File: config.mk
export PLATFORM = sky130hd
export DESIGN_NAME = hazard_unit_mc
export DESIGN_NICKNAME = d
export VERILOG_FILES = /design/src/rtl/hazard_unit_mc.sv
export SDC_FILE = /design/constraint.sdc
export NUM_CORES = 1
export LEC_CHECK = 0
export BUFFER_PORTS_ARGS = -buffer_cell sky130_fd_sc_hd__buf_2
export CAP_MARGIN = 20
export CORE_MARGIN = 4
export CORE_UTILIZATION = 30
export CTS_CLUSTER_SIZE = 25
export DETAILED_ROUTE_END_ITERATION = 10
export PLACE_DENSITY = 0.68
export RECOVER_POWER = 25
export SLEW_MARGIN = 20
export SYNTH_ARGS = -nofsm -noshare
export SYNTH_HDL_FRONTEND = slang
export SYNTH_SLANG_ARGS = --single-unit
export TNS_END_PERCENT = 50
File: constraint.sdc
create_clock -name clk -period 4.64 [get_ports clk]
set_input_delay 0.928 -clock clk [delete_from_list [all_inputs] [get_ports clk]]
set_output_delay 0.928 -clock clk [all_outputs]
set_load 0.03 [all_outputs]
File: src/rtl/hazard_unit_mc.sv
// Hazard unit for the 5-stage pipeline: forwarding, load-use/RAW stalls, branch
// flush and a multi-cycle execute sequencer that holds E for MC_LATENCY cycles.

module hazard_fwd_lane #(
  parameter int REG_AW = 5,
  parameter bit FWD_EN = 1'b1
) (
  input  logic [REG_AW-1:0] rs_d,
  input  logic [REG_AW-1:0] rs_e,
  input  logic [REG_AW-1:0] rd_e,
  input  logic [REG_AW-1:0] rd_m,
  input  logic [REG_AW-1:0] rd_w,
  input  logic              reg_write_e,
  input  logic              reg_write_m,
  input  logic              reg_write_w,
  output logic [1:0]        fwd,
  output logic              raw_hit
);
  always_comb begin
    fwd     = 2'b00;
    raw_hit = 1'b0;
    if (FWD_EN) begin
      if (rs_e != '0 && rs_e == rd_m && reg_write_m)      fwd = 2'b10;
      else if (rs_e != '0 && rs_e == rd_w && reg_write_w) fwd = 2'b01;
    end else begin
      // regfile is write-first, so a W producer never needs a stall
      raw_hit = (rs_d != '0) &&
                ((rs_d == rd_e && reg_write_e) || (rs_d == rd_m && reg_write_m));
    end
  end
endmodule

module hazard_unit_mc #(
  parameter int REG_AW     = 5,
  parameter int MC_LATENCY = 4,
  parameter bit FWD_EN     = 1'b1,
  parameter int CNT_W      = $clog2(MC_LATENCY)
) (
  input  logic              clk,
  input  logic              reset,
  input  logic [REG_AW-1:0] Rs1D,
  input  logic [REG_AW-1:0] Rs2D,
  input  logic [REG_AW-1:0] Rs1E,
  input  logic [REG_AW-1:0] Rs2E,
  input  logic [REG_AW-1:0] RdE,
  input  logic [REG_AW-1:0] RdM,
  input  logic [REG_AW-1:0] RdW,
  input  logic              RegWriteE,
  input  logic              RegWriteM,
  input  logic              RegWriteW,
  input  logic              ResultSrcb0E,
  input  logic              PCSrcE,
  input  logic              McStartE,
  output logic [1:0]        ForwardAE,
  output logic [1:0]        ForwardBE,
  output logic              StallF,
  output logic              StallD,
  output logic              StallE,
  output logic              FlushD,
  output logic              FlushE,
  output logic              FlushM,
  output logic              McBusy,
  output logic              McDone,
  output logic [CNT_W-1:0]  McCount
);
  localparam int NUM_OPS = 2;
  localparam logic [CNT_W-1:0] MC_LOAD = CNT_W'(MC_LATENCY - 2);

  typedef enum logic {IDLE, BUSY} mc_state_t;

  logic [NUM_OPS-1:0][REG_AW-1:0] rs_d, rs_e;
  logic [NUM_OPS-1:0][1:0]        fwd;
  logic [NUM_OPS-1:0]             raw_hit;

  assign rs_d = {Rs2D, Rs1D};
  assign rs_e = {Rs2E, Rs1E};

  for (genvar i = 0; i < NUM_OPS; i++) begin : g_op
    hazard_fwd_lane #(.REG_AW(REG_AW), .FWD_EN(FWD_EN)) u_lane (
      .rs_d        (rs_d[i]),
      .rs_e        (rs_e[i]),
      .rd_e        (RdE),
      .rd_m        (RdM),
      .rd_w        (RdW),
      .reg_write_e (RegWriteE),
      .reg_write_m (RegWriteM),
      .reg_write_w (RegWriteW),
      .fwd         (fwd[i]),
      .raw_hit     (raw_hit[i])
    );
  end

  assign ForwardAE = fwd[0];
  assign ForwardBE = fwd[1];

  logic lw_stall, raw_stall, mc_stall, mc_done;

  assign lw_stall  = ResultSrcb0E && (RdE != '0) && (Rs1D == RdE || Rs2D == RdE);
  assign raw_stall = |raw_hit;

  mc_state_t            state_q, state_d;
  logic [CNT_W-1:0]     cnt_q, cnt_d;

  always_ff @(posedge clk) begin
    if (!reset) begin
      state_q <= IDLE;
      cnt_q   <= '0;
    end else begin
      state_q <= state_d;
      cnt_q   <= cnt_d;
    end
  end

  // McStartE is ignored in BUSY so the same op is never restarted
  always_comb begin
    state_d  = state_q;
    cnt_d    = cnt_q;
    mc_stall = 1'b0;
    mc_done  = 1'b0;
    case (state_q)
      IDLE: if (McStartE) begin
        mc_stall = 1'b1;
        state_d  = BUSY;
        cnt_d    = MC_LOAD;
      end
      BUSY: if (cnt_q != '0) begin
        mc_stall = 1'b1;
        cnt_d    = cnt_q - 1'b1;
      end else begin
        mc_done  = 1'b1;
        state_d  = IDLE;
      end
      default: state_d = IDLE;
    endcase
    if (!reset) begin
      mc_stall = 1'b0;
      mc_done  = 1'b0;
    end
  end

  assign McBusy  = (state_q == BUSY);
  assign McDone  = mc_done;
  assign McCount = cnt_q;

  // E is frozen during an MC op, so a D-side hazard must not bubble E
  assign StallF = lw_stall | raw_stall | mc_stall;
  assign StallD = lw_stall | raw_stall | mc_stall;
  assign StallE = mc_stall;
  assign FlushD = PCSrcE;
  assign FlushE = PCSrcE | ((lw_stall | raw_stall) & ~mc_stall);
  assign FlushM = mc_stall;
endmodule

## Yosys cells after proc, flatten, opt, wreduce, memory -nomap -nowiden

Index checks and enable logic that the tools add are counted.
Widths: inputs -> output; s select.

- $add $sub $neg: 1
- Multipliers: 0
- Mux-type cells: 14
- Divide/modulo/power cells: 0
- $lt $le $gt $ge: 0
- Shifts and indexed selects: 0
- Equality and inequality tests: 8
- Reduce and logical (&&, ||, !) cells: 16
- Bitwise logic cells: 5

Operators by type and width:

| kind | count |
|---|---|
| $eq 5x5->1 | 6 |
| $reduce_bool 5->1 | 3 |
| $logic_and 1x1->1 | 10 |
| $mux 1 | 8 |
| $mux 2 | 4 |
| $pmux 2 s2 | 1 |
| $ne 2x1->1 const B | 1 |
| $ne 2x2->1 const B | 1 |
| $not 1->1 | 2 |
| $or 1x1->1 | 2 |
| $pmux 1 s2 | 1 |
| $reduce_and 2->1 | 1 |
| $reduce_bool 2->1 | 1 |
| $sub 2x1->2 const B | 1 |
| $and 1x1->1 | 1 |
| $logic_or 1x1->1 | 1 |

- Bits in latches: 0
- Memories: 0
- Memory bits (writable): 0
- Flip-flop bits (word level): 3
- Input bits: 43
- Memory bits (read-only): 0
- Output and inout bits: 14
- Logic and storage cells: 46

## Logic depth before layout (Yosys ltp)

Gate-level depths: netlist of the first run.

- Word-level depth: 7
- Mapped depth: 6
- Mapped depth without buffers: 5

## Hierarchy

From an unflattened synthesis of the first run, not the netlist that was laid out.

- Cell total of the unflattened synthesis: 82
- Area, all modules: 623.1 µm²

By module, submodules not included:

| module | area an instance (µm²) | cells each | instances |
|---|---|---|---|
| hazard_unit_mc | 322.8 | 42 | 1 |
| hazard_fwd_lane | 150.1 | 20 | 2 |

## Worst setup path before layout of the first run

Ideal clock, no wire load.

- Path type: input -> output
- Start point: in Rs1E[1]
- End point: out ForwardAE[0]
- Buffers on the path: 0
- Stages on the path: 4
- Path slack: 1.361 ns
- Data arrival time: 2.351 ns
- Cells stage by stage: or4_4 -> nor2_4 -> nor4_2 -> nor4_2

- Word-level cells in the longest chain between the ends: 5
- Elaborated cells on any way between the ends: 9

Ends and longest elaborated chain:

| item | RTL line | RTL |
|---|---|---|
| start, declared | 43 | `input logic [REG_AW-1:0] Rs1E,` |
| $eq 5x5->1 / $reduce_bool 5->1 (equally long branches) | 24, 23 |  |
| $logic_and 1x1->1 (2 in a row) | 24 | `else if (rs_e != '0 && rs_e == rd_w && reg_write_w) fwd = 2'b01;` |
| $mux 1 | 24 |  |
| $mux 2 (*) | 23 | `if (rs_e != '0 && rs_e == rd_m && reg_write_m) fwd = 2'b10;` |
| end, declared | 54 | `output logic [1:0] ForwardAE,` |

Mark *: on every way between the ends. The rest lies on a longest branch, timed or not.

## Worst setup path after layout of the first run

- Start point: in Rs2E[1]
- End point: out ForwardBE[0]

- Word-level cells in the longest chain between the ends: 5
- Elaborated cells on any way between the ends: 9

Ends and longest elaborated chain:

| item | RTL line | RTL |
|---|---|---|
| start, declared | 44 | `input logic [REG_AW-1:0] Rs2E,` |
| $eq 5x5->1 / $reduce_bool 5->1 (equally long branches) | 24, 23 |  |
| $logic_and 1x1->1 (2 in a row) | 24 |  |
| $mux 1 | 24 |  |
| $mux 2 (*) | 23 |  |
| end, declared | 55 | `output logic [1:0] ForwardBE,` |

Marks and branches as above.

==> results of run 1 <==
[through the flow]
step | hold WS, ns | total power (µW) | utilization | setup WS (ns) | std cells
final | 0.540 | 171 | 0.502 | 1.44 | 153
after global routing | 0.562 | 183 | 0.502 | 1.39 | 153
after CTS | 0.542 | 173 | 0.502 | 1.45 | 153
after detailed placement | 0.533 | 125 | 0.488 | 1.45 | 149
after global placement | 0.516 | 122 | 0.488 | 1.48 | 149
after floorplan | 0.651 | 88.0 | - | 1.36 | 72
[worst max-delay path by stage]
| stage | from | cells after the start | slack [ns] | end |
|---|---|---|---|---|
| final | Rs2E[1] | 6 | 1.44 | ForwardBE[0] |
| after global routing | Rs1E[1] | 6 | 1.39 | ForwardAE[0] |
| after CTS | Rs2E[1] | 6 | 1.45 | ForwardBE[0] |
| after detailed placement | Rs2E[1] | 6 | 1.45 | ForwardBE[0] |
| after global placement | Rs2E[1] | 6 | 1.48 | ForwardBE[0] |
| after floorplan | Rs1E[1] | 4 | 1.36 | ForwardAE[0] |
[power by group through the flow]
stage                     combinational [µW]  sequential [µW]  clock (µW)
after global placement                  90.8             31.3           0
after detailed placement                93.4             31.4           0
after global routing                     100             31.5        51.6
after CTS                               93.9             31.0        48.3
after floorplan                         51.6             36.5           0
final                                   93.0             31.0        47.3
[critical path: cells and delay by family]
kind          cells  cell delay, ns
buf+inv           2            0.36
simple gates      4            0.99
[final cells by class]
cell class	instances	share of cell area
clock buffer	4	0.0288
inverter	3	0.0123
multi-input combinational	63	0.559
sequential	3	0.0658
tap	25	0.0342
timing repair buffer	55	0.300
[state kept, by name (all words and copies together) (netlist names)]
| name | cells |
|---|---|
| McCount | 2 |
| McBusy | 1 |
[per-layer routing]
metal | vias to the layer above | global-route usage | wire (µm)
li1 | 359 | - | -
met5 | - | 0 | 0
met1 | 321 | 0.126 | 720
met2 | 15 | 0.236 | 1090
met3 | 0 | 0.0113 | 63
met4 | 0 | 0.0511 | 0
[logic make-up after synthesis]
logic type	count (synthesis)
buffers and inverters	6
AND/OR/NAND/NOR	25
adder cells (fa/ha/maj)	1
flip-flops	3
AO/OA/AOI/OAI	7
XOR/XNOR	30
[synthesized netlist by cell type (all sizes together)]
| master | count | area share |
|---|---|---|
| and3 | 1 | 0.010 |
| nor3 | 2 | 0.017 |
| nand2 | 4 | 0.025 |
| and2 | 1 | 0.010 |
| nand4 | 4 | 0.041 |
| inv | 3 | 0.019 |
| dfxtp | 3 | 0.099 |
| nor2 | 5 | 0.056 |
| buf | 3 | 0.037 |
| a21oi | 1 | 0.0083 |
| xor2 | 14 | 0.20 |
| a22oi | 1 | 0.012 |
| nor4 | 4 | 0.083 |
| xnor2 | 16 | 0.23 |
| nor2b | 1 | 0.010 |
| o211a | 2 | 0.033 |
| or4 | 3 | 0.050 |
| o21bai | 1 | 0.012 |
| ha | 1 | 0.021 |
| o21ai | 1 | 0.0083 |
| o31ai | 1 | 0.012 |
==> run metrics, run 1 <==
Clock Tree Root=clkbuf_4; R2R depth=4; Die ar.=2800 µm²; port bufs=55; Crit path arrival time=2.27 ns; syn_nets=116; total number of vias=695; sw frac=0.411; Overall Global Routing Usage=0.120; dpl hpwl=1680 µm; CTS resizes=0; # setup viols final=0; total global routing overflow=0; Synth Cell Area=604 µm²; reg2reg end=McBusy; Hold Path Origin=McCount[1]; I/O pin total=57; Pleak=0.000447 µW; startpoint type of the worst setup path=primary input; Comb pwr share=0.543; worst-path cell chain=buf_2, or4_4, nor2_4, nor4_2, nor4_2, buf_2; Fin Clk Skew=0.0108 ns; clock share of power=0.276; Max VDD drop=0.0000914 V; mux cell area share after synthesis=0; Tcrit/Tclk final=0.689; Avg Inst Size Synth=8.39 µm²; Slew headroom=0.755; reg2reg setup slack=3.43 ns; TritonRoute pass-1 iters=2; Worst Setup End Kind=output pin; Clock Pin Slew Worst Setup and Hold Paths=0.04 ns; commonest cells after routing, fill and taps aside=54 x buf_2, 16 x xnor2_1, 14 x xor2_1; Die H=52.9 µm; Synth Register Bits=3; Initial Util=0.332; CTS tree=yes; Synth Area in Compound Gates=0.0870; PD cells=187 nW/µm²; vias in the first global route=636; FF+latch area=60.1 µm²; Int Power=101 µW; most common cell after layout, fill and taps aside=buf_2; Die Wd=52.9 µm; hold path depth=1; dpl cell area=888 µm²; Hold Fails Final Rpt=0; Post CTS Setup Buffer Count=0; Num CTS Buffers=3; H-tree level count=1; Slew @ Worst Pin=0.369 ns; CP max-delay cell=or4_4; Multi-input gate area=510 µm²; Peak Freq=0.313 GHz; MaxCap Viol Count=0; nets@finish=173; layout cells sized above 1=0.508; largest family of logic cells by synthesized area=XOR/XNOR gates; clk_lat worst skew=0.24 ns; worst-path fanout max=3; Crit Path Class=primary input to output pin; clock sink count=3; unrepaired setup endpoints after global routing=no; Synth Area in XOR/XNOR=0.435; worst hold endpoint=McCount[1]; sequential share of the synthesized area=0.0994; worst min path class=register to register; worst reg2reg path startpoint=McCount[0]; Syn. warnings=0; adder-cell share of the synthesized area=0.0207; Clock Path Buffers=2; Simple-Gate Fraction of Synth Area=0.302; # DRC=0; largest net degree at the start of global routing=6; WL final=1880 µm; min cycle time layout=3.20 ns; cells after synthesis=72; Core Region=1820 µm²; ant diodes=0; CP peak stage delay=0.55 ns; area grow syn2layout=51.1%; Max Slew Vio Count=0; vias per inst=4.54; gpl congestion=0.747; cts hold-fix bufs=0; Critical Path RT=3.71 ns; setup_tns=0 ns; Final Cell Area=913 µm²; Psw=70.3 µW; sequential power share=0.181; row cnt=15; Fill cells=187; initial antenna violation count=0; Final ANT Viol Nets=0; Iteration-0 DRC Markers=5; WL/cell=12.3 µm; status=complete, no violations; Yosys cell types=23; first-pass GRT wire length=2530 µm
Note: power is estimated with default switching activity, not from simulation.
==> inputs of run 2 (changes only) <==
--- a/config.mk
+++ b/config.mk
@@ -11,7 +11,7 @@
 export CORE_UTILIZATION = 30
 export CTS_CLUSTER_SIZE = 25
 export DETAILED_ROUTE_END_ITERATION = 10
-export PLACE_DENSITY = 0.68
+export PLACE_DENSITY = 0.7
 export RECOVER_POWER = 25
 export SLEW_MARGIN = 20
 export SYNTH_ARGS = -nofsm -noshare
==> constraint.sdc (replaced) <==
create_clock -name clk -period 2.6 [get_ports clk]
set_input_delay 0.52 -clock clk [delete_from_list [all_inputs] [get_ports clk]]
set_output_delay 0.52 -clock clk [all_outputs]
set_load 0.03 [all_outputs]
==> run 2 against run 1 <==
Against the previous run:
- design area is the same
- power grew 77%
- global-route usage grew 1.6 points
- flip-flop and latch count is the same
- register-to-register slack lost 2.1 ns
- die area is the same
- final cell count is the same
- wire length shrank 5.9%
- critical path depth is the same
- clock power grew 75%
- largest power group unchanged
- highest routed layer unchanged
==> run metrics, run 2 (synthesized netlist as in run 1, its figures left out) <==
Pleak=0.000447 µW; Tcrit/Tclk final=0.903; WHS=0.532 ns; dpl ws=0.247 ns; Num CTS Buffers=3; layout cells sized above 1=0.508; Worst Setup End Kind=output pin; WL/cell=11.5 µm; I/O pin total=57; Fin Clk Skew=0.00498 ns; row cnt=15; Slew @ Worst Pin=0.366 ns; Clock Pin Slew Worst Setup and Hold Paths=0.04 ns; unrepaired setup endpoints after global routing=no; Placed Instances=149; Largest register FFs=2; Overall Global Routing Usage=0.136; Critical Path RT=2.08 ns; vias per inst=4.44; CTS resizes=0; Die H=52.9 µm; min cycle time layout=2.35 ns; H-tree level count=1; total global routing overflow=0; total number of vias=680; ant diodes=0; Die Wd=52.9 µm; hold path depth=1; Power, Total=303 µW; port bufs=55; WL final=1770 µm; startpoint type of the worst setup path=primary input; Initial Util=0.332; Final ANT Viol Nets=0; Final Non-Filler Cells=153; Peak Freq=0.426 GHz; commonest cells after routing, fill and taps aside=54 x buf_2, 16 x xnor2_1, 14 x xor2_1; status=complete, no violations; Core Region=1820 µm²; gpl congestion=0.786; TritonRoute pass-1 iters=2; clk_lat worst skew=0.23 ns; PD cells=332 nW/µm²; # DRC=0; Max Slew Vio Count=0; Slew headroom=0.757; area grow syn2layout=51.1%; vias in the first global route=719; dpl hpwl=1660 µm; Clock Path Buffers=2; Max VDD drop=0.000203 V; Setup WS post-layout=0.252 ns; worst-path fanout max=3; Crit Path Class=primary input to output pin; MaxCap Viol Count=0; cts hold-fix bufs=0; Die ar.=2800 µm²; setup_tns=0 ns; Crit path arrival time=1.83 ns; Iteration-0 DRC Markers=3; largest net degree at the start of global routing=6; Fill cells=194; R2R depth=4; nets@finish=173; CTS tree=yes; Post CTS Setup Buffer Count=0; Hold Fails Final Rpt=0; worst min path class=register to register; most common cell after layout, fill and taps aside=buf_2; initial antenna violation count=0; clock sink count=3; first-pass GRT wire length=2910 µm; Clock Tree Root=clkbuf_4; # setup viols final=0
-- run 2: power by group --
part	leakage, µW	switching [µW]	internal (µW)
Sequential	0.0000249	4.18	51.2
Clock	0.0000150	25.0	57.6
Combinational	0.000407	93.6	71.3
-- run 2: worst max-delay path: stages --
cell and delay, ns:
buf_2 0.12, or4_4 0.54, nor2_4 0.11, nor4_2 0.06
nor4_2 0.23, buf_2 0.23
-- run 2: final timing paths --
path | to | start | slack (ns)
setup / recovery | ForwardBE[0] | Rs2E[1] | 0.25
hold / removal | McCount[1] | McCount[1] | 0.53
setup reg to reg | McBusy | McCount[0] | 1.37
hold reg to reg | McCount[1] | McCount[1] | 0.53
-- run 2: area by class of cell --
cell class	instances	area, µm²	share of cell area
clock buffer	4	26.3	0.0288
inverter	3	11.3	0.0123
multi-input combinational	63	510	0.559
sequential	3	60.1	0.0658
tap	25	31.3	0.0342
timing repair buffer	55	274	0.300
-- run 2: metal layers --
layer / GRT usage / routed length, µm / part of all wire
met1: 0.132 / 585 / 0.33
met2: 0.289 / 1100 / 0.62
met3: 0.0225 / 76 / 0.043
met4: 0.0255 / 0 / 0
met5: 0 / 0 / 0
-- run 2: per-stage QoR --
| stage | instance area [µm²] | utilization |
|---|---|---|
| finish | 913 | 0.502 |
| global route | 913 | 0.502 |
| CTS | 915 | 0.502 |
| detailed placement | 888 | 0.488 |
| global placement | 888 | 0.488 |
| floorplan | 604 | - |
==> inputs of run 3 (changes only) <==
--- a/config.mk
+++ b/config.mk
@@ -12,7 +12,7 @@
 export CTS_CLUSTER_SIZE = 25
 export DETAILED_ROUTE_END_ITERATION = 10
 export PLACE_DENSITY = 0.7
-export RECOVER_POWER = 25
+export RECOVER_POWER = 100
 export SLEW_MARGIN = 20
 export SYNTH_ARGS = -nofsm -noshare
 export SYNTH_HDL_FRONTEND = slang
==> run 3 against run 2 <==
Against the previous run:
- register-to-register slack about the same
- worst hold slack worse by 0.0010 ns
- combinational power barely moved
- clock power grew 0.5%
- power fell by 0.60%
- sequential share of layout area grew 0.082 points
- global-route usage stayed put
- highest routed layer unchanged
==> run metrics, run 3 (synthesized netlist as in run 1, its figures left out) <==
vias in the first global route=719; nets@finish=173; Max Slew Vio Count=0; Pleak=0.000412 µW; Clock Pin Slew Worst Setup and Hold Paths=0.04 ns; layout cells sized above 1=0.438; Tcrit/Tclk final=0.906; Slew headroom=0.746; cts hold-fix bufs=0; Die Wd=52.9 µm; row cnt=15; CTS tree=yes; Peak Freq=0.425 GHz; Clock Tree Root=clkbuf_4; total global routing overflow=0; worst reg2reg path startpoint=McCount[0]; Max VDD drop=0.000201 V; Die H=52.9 µm; TritonRoute pass-1 iters=2; Die ar.=2800 µm²; Overall Global Routing Usage=0.136; Final Cell Area=902 µm²; MaxCap Viol Count=0; ant diodes=0; startpoint type of the worst setup path=primary input; PD cells=334 nW/µm²; clock sink count=3; status=complete, no violations; Iteration-0 DRC Markers=4; Crit path arrival time=1.83 ns; Fill cells=198; worst hold endpoint=McCount[1]; dpl hpwl=1660 µm; clk_lat worst skew=0.23 ns; initial antenna violation count=0; # DRC=0; final core utilization=0.496; Num CTS Buffers=3; commonest cells after routing, fill and taps aside=42 x buf_2, 16 x xnor2_1, 14 x xor2_1; total number of vias=687; H-tree level count=1; Clock Path Buffers=2; hold path depth=1; Initial Util=0.332; reg2reg end=McBusy; # setup viols final=0; Hold Path Origin=McCount[1]; R2R depth=4; gpl congestion=0.786; Fin Clk Skew=0.00493 ns; Final ANT Viol Nets=0; CTS resizes=0; Hold Fails Final Rpt=0; port bufs=55; most common cell after layout, fill and taps aside=buf_2; Comb pwr share=0.540; vias per inst=4.49; unrepaired setup endpoints after global routing=no; WL final=1770 µm; reg2reg setup slack=1.36 ns; min cycle time layout=2.35 ns; I/O pin total=57; worst min path class=register to register; dpl ws=0.247 ns; largest net degree at the start of global routing=6; Slew @ Worst Pin=0.383 ns; Post CTS Setup Buffer Count=0; Worst Setup End Kind=output pin; WL/cell=11.6 µm; Core Region=1820 µm²; Crit Path Class=primary input to output pin; clock share of power=0.276; area grow syn2layout=49.3%; dpl cell area=888 µm²; worst-path fanout max=3; Psw=124 µW; Setup WS post-layout=0.246 ns; Largest register FFs=2; sequential power share=0.184; Critical Path RT=2.08 ns; Int Power=177 µW; sw frac=0.410; first-pass GRT wire length=2910 µm; setup_tns=0 ns
==> run 3: cell types whose count changed in the layout (fill, tap and decap cells not counted), sizes merged <==
cell | previous run | this run
buf | 54 | 42
clkbuf | 5 | 17
==> run 3: power groups by stage <==
stage               Sequential [µW]  Clock, µW  Combinational, µW
global placement               55.7          0                162
detailed placement             55.9          0                168
CTS                            55.2       85.2                168
finish                         55.4       83.0                163
global route                   56.2       92.3                178
floorplan                      65.1          0               92.0
==> run 3: stage by stage <==
step | instances | total power, µW | hold slack, ns
3_5_place_dp | 149 | 224 | 0.524
2_1_floorplan | 72 | 157 | 0.651
5_1_grt | 153 | 327 | 0.548
4_1_cts | 153 | 308 | 0.533
3_3_place_gp | 149 | 218 | 0.513
6_report | 153 | 301 | 0.531
==> run 3: worst max path at each step <==
| stage | cells past startpoint | endpoint | startpoint |
|---|---|---|---|
| after global routing | 6 | StallD | McCount[0] |
| after detailed placement | 6 | ForwardBE[0] | Rs2E[1] |
| final | 6 | ForwardAE[0] | Rs1E[1] |
| after floorplan | 6 | StallF | McCount[0] |
| after CTS | 6 | ForwardBE[0] | Rs2E[1] |
| after global placement | 6 | ForwardBE[0] | Rs2E[1] |
==> run 3: layout make-up <==
type	count	area, µm²	area share
Timing Repair Buffer	55	263	0.291
Multi-Input combinational cell	63	510	0.566
Inverter	3	11.3	0.0125
Sequential cell	3	60.1	0.0666
Tap cell	25	31.3	0.0347
Clock buffer	4	26.3	0.0291
==> run 3: critical path: stages <==
cell and delay (ns):
buf_2 0.12, or4_4 0.54, nor2_4 0.12, nor4_2 0.06
nor4_2 0.23, clkbuf_2 0.24
==> run 3: routing by layer <==
layer	wire (µm)	track usage
met1	583	0.132
met2	1110	0.289
met3	73	0.0225
met4	0	0.0255
met5	0	0
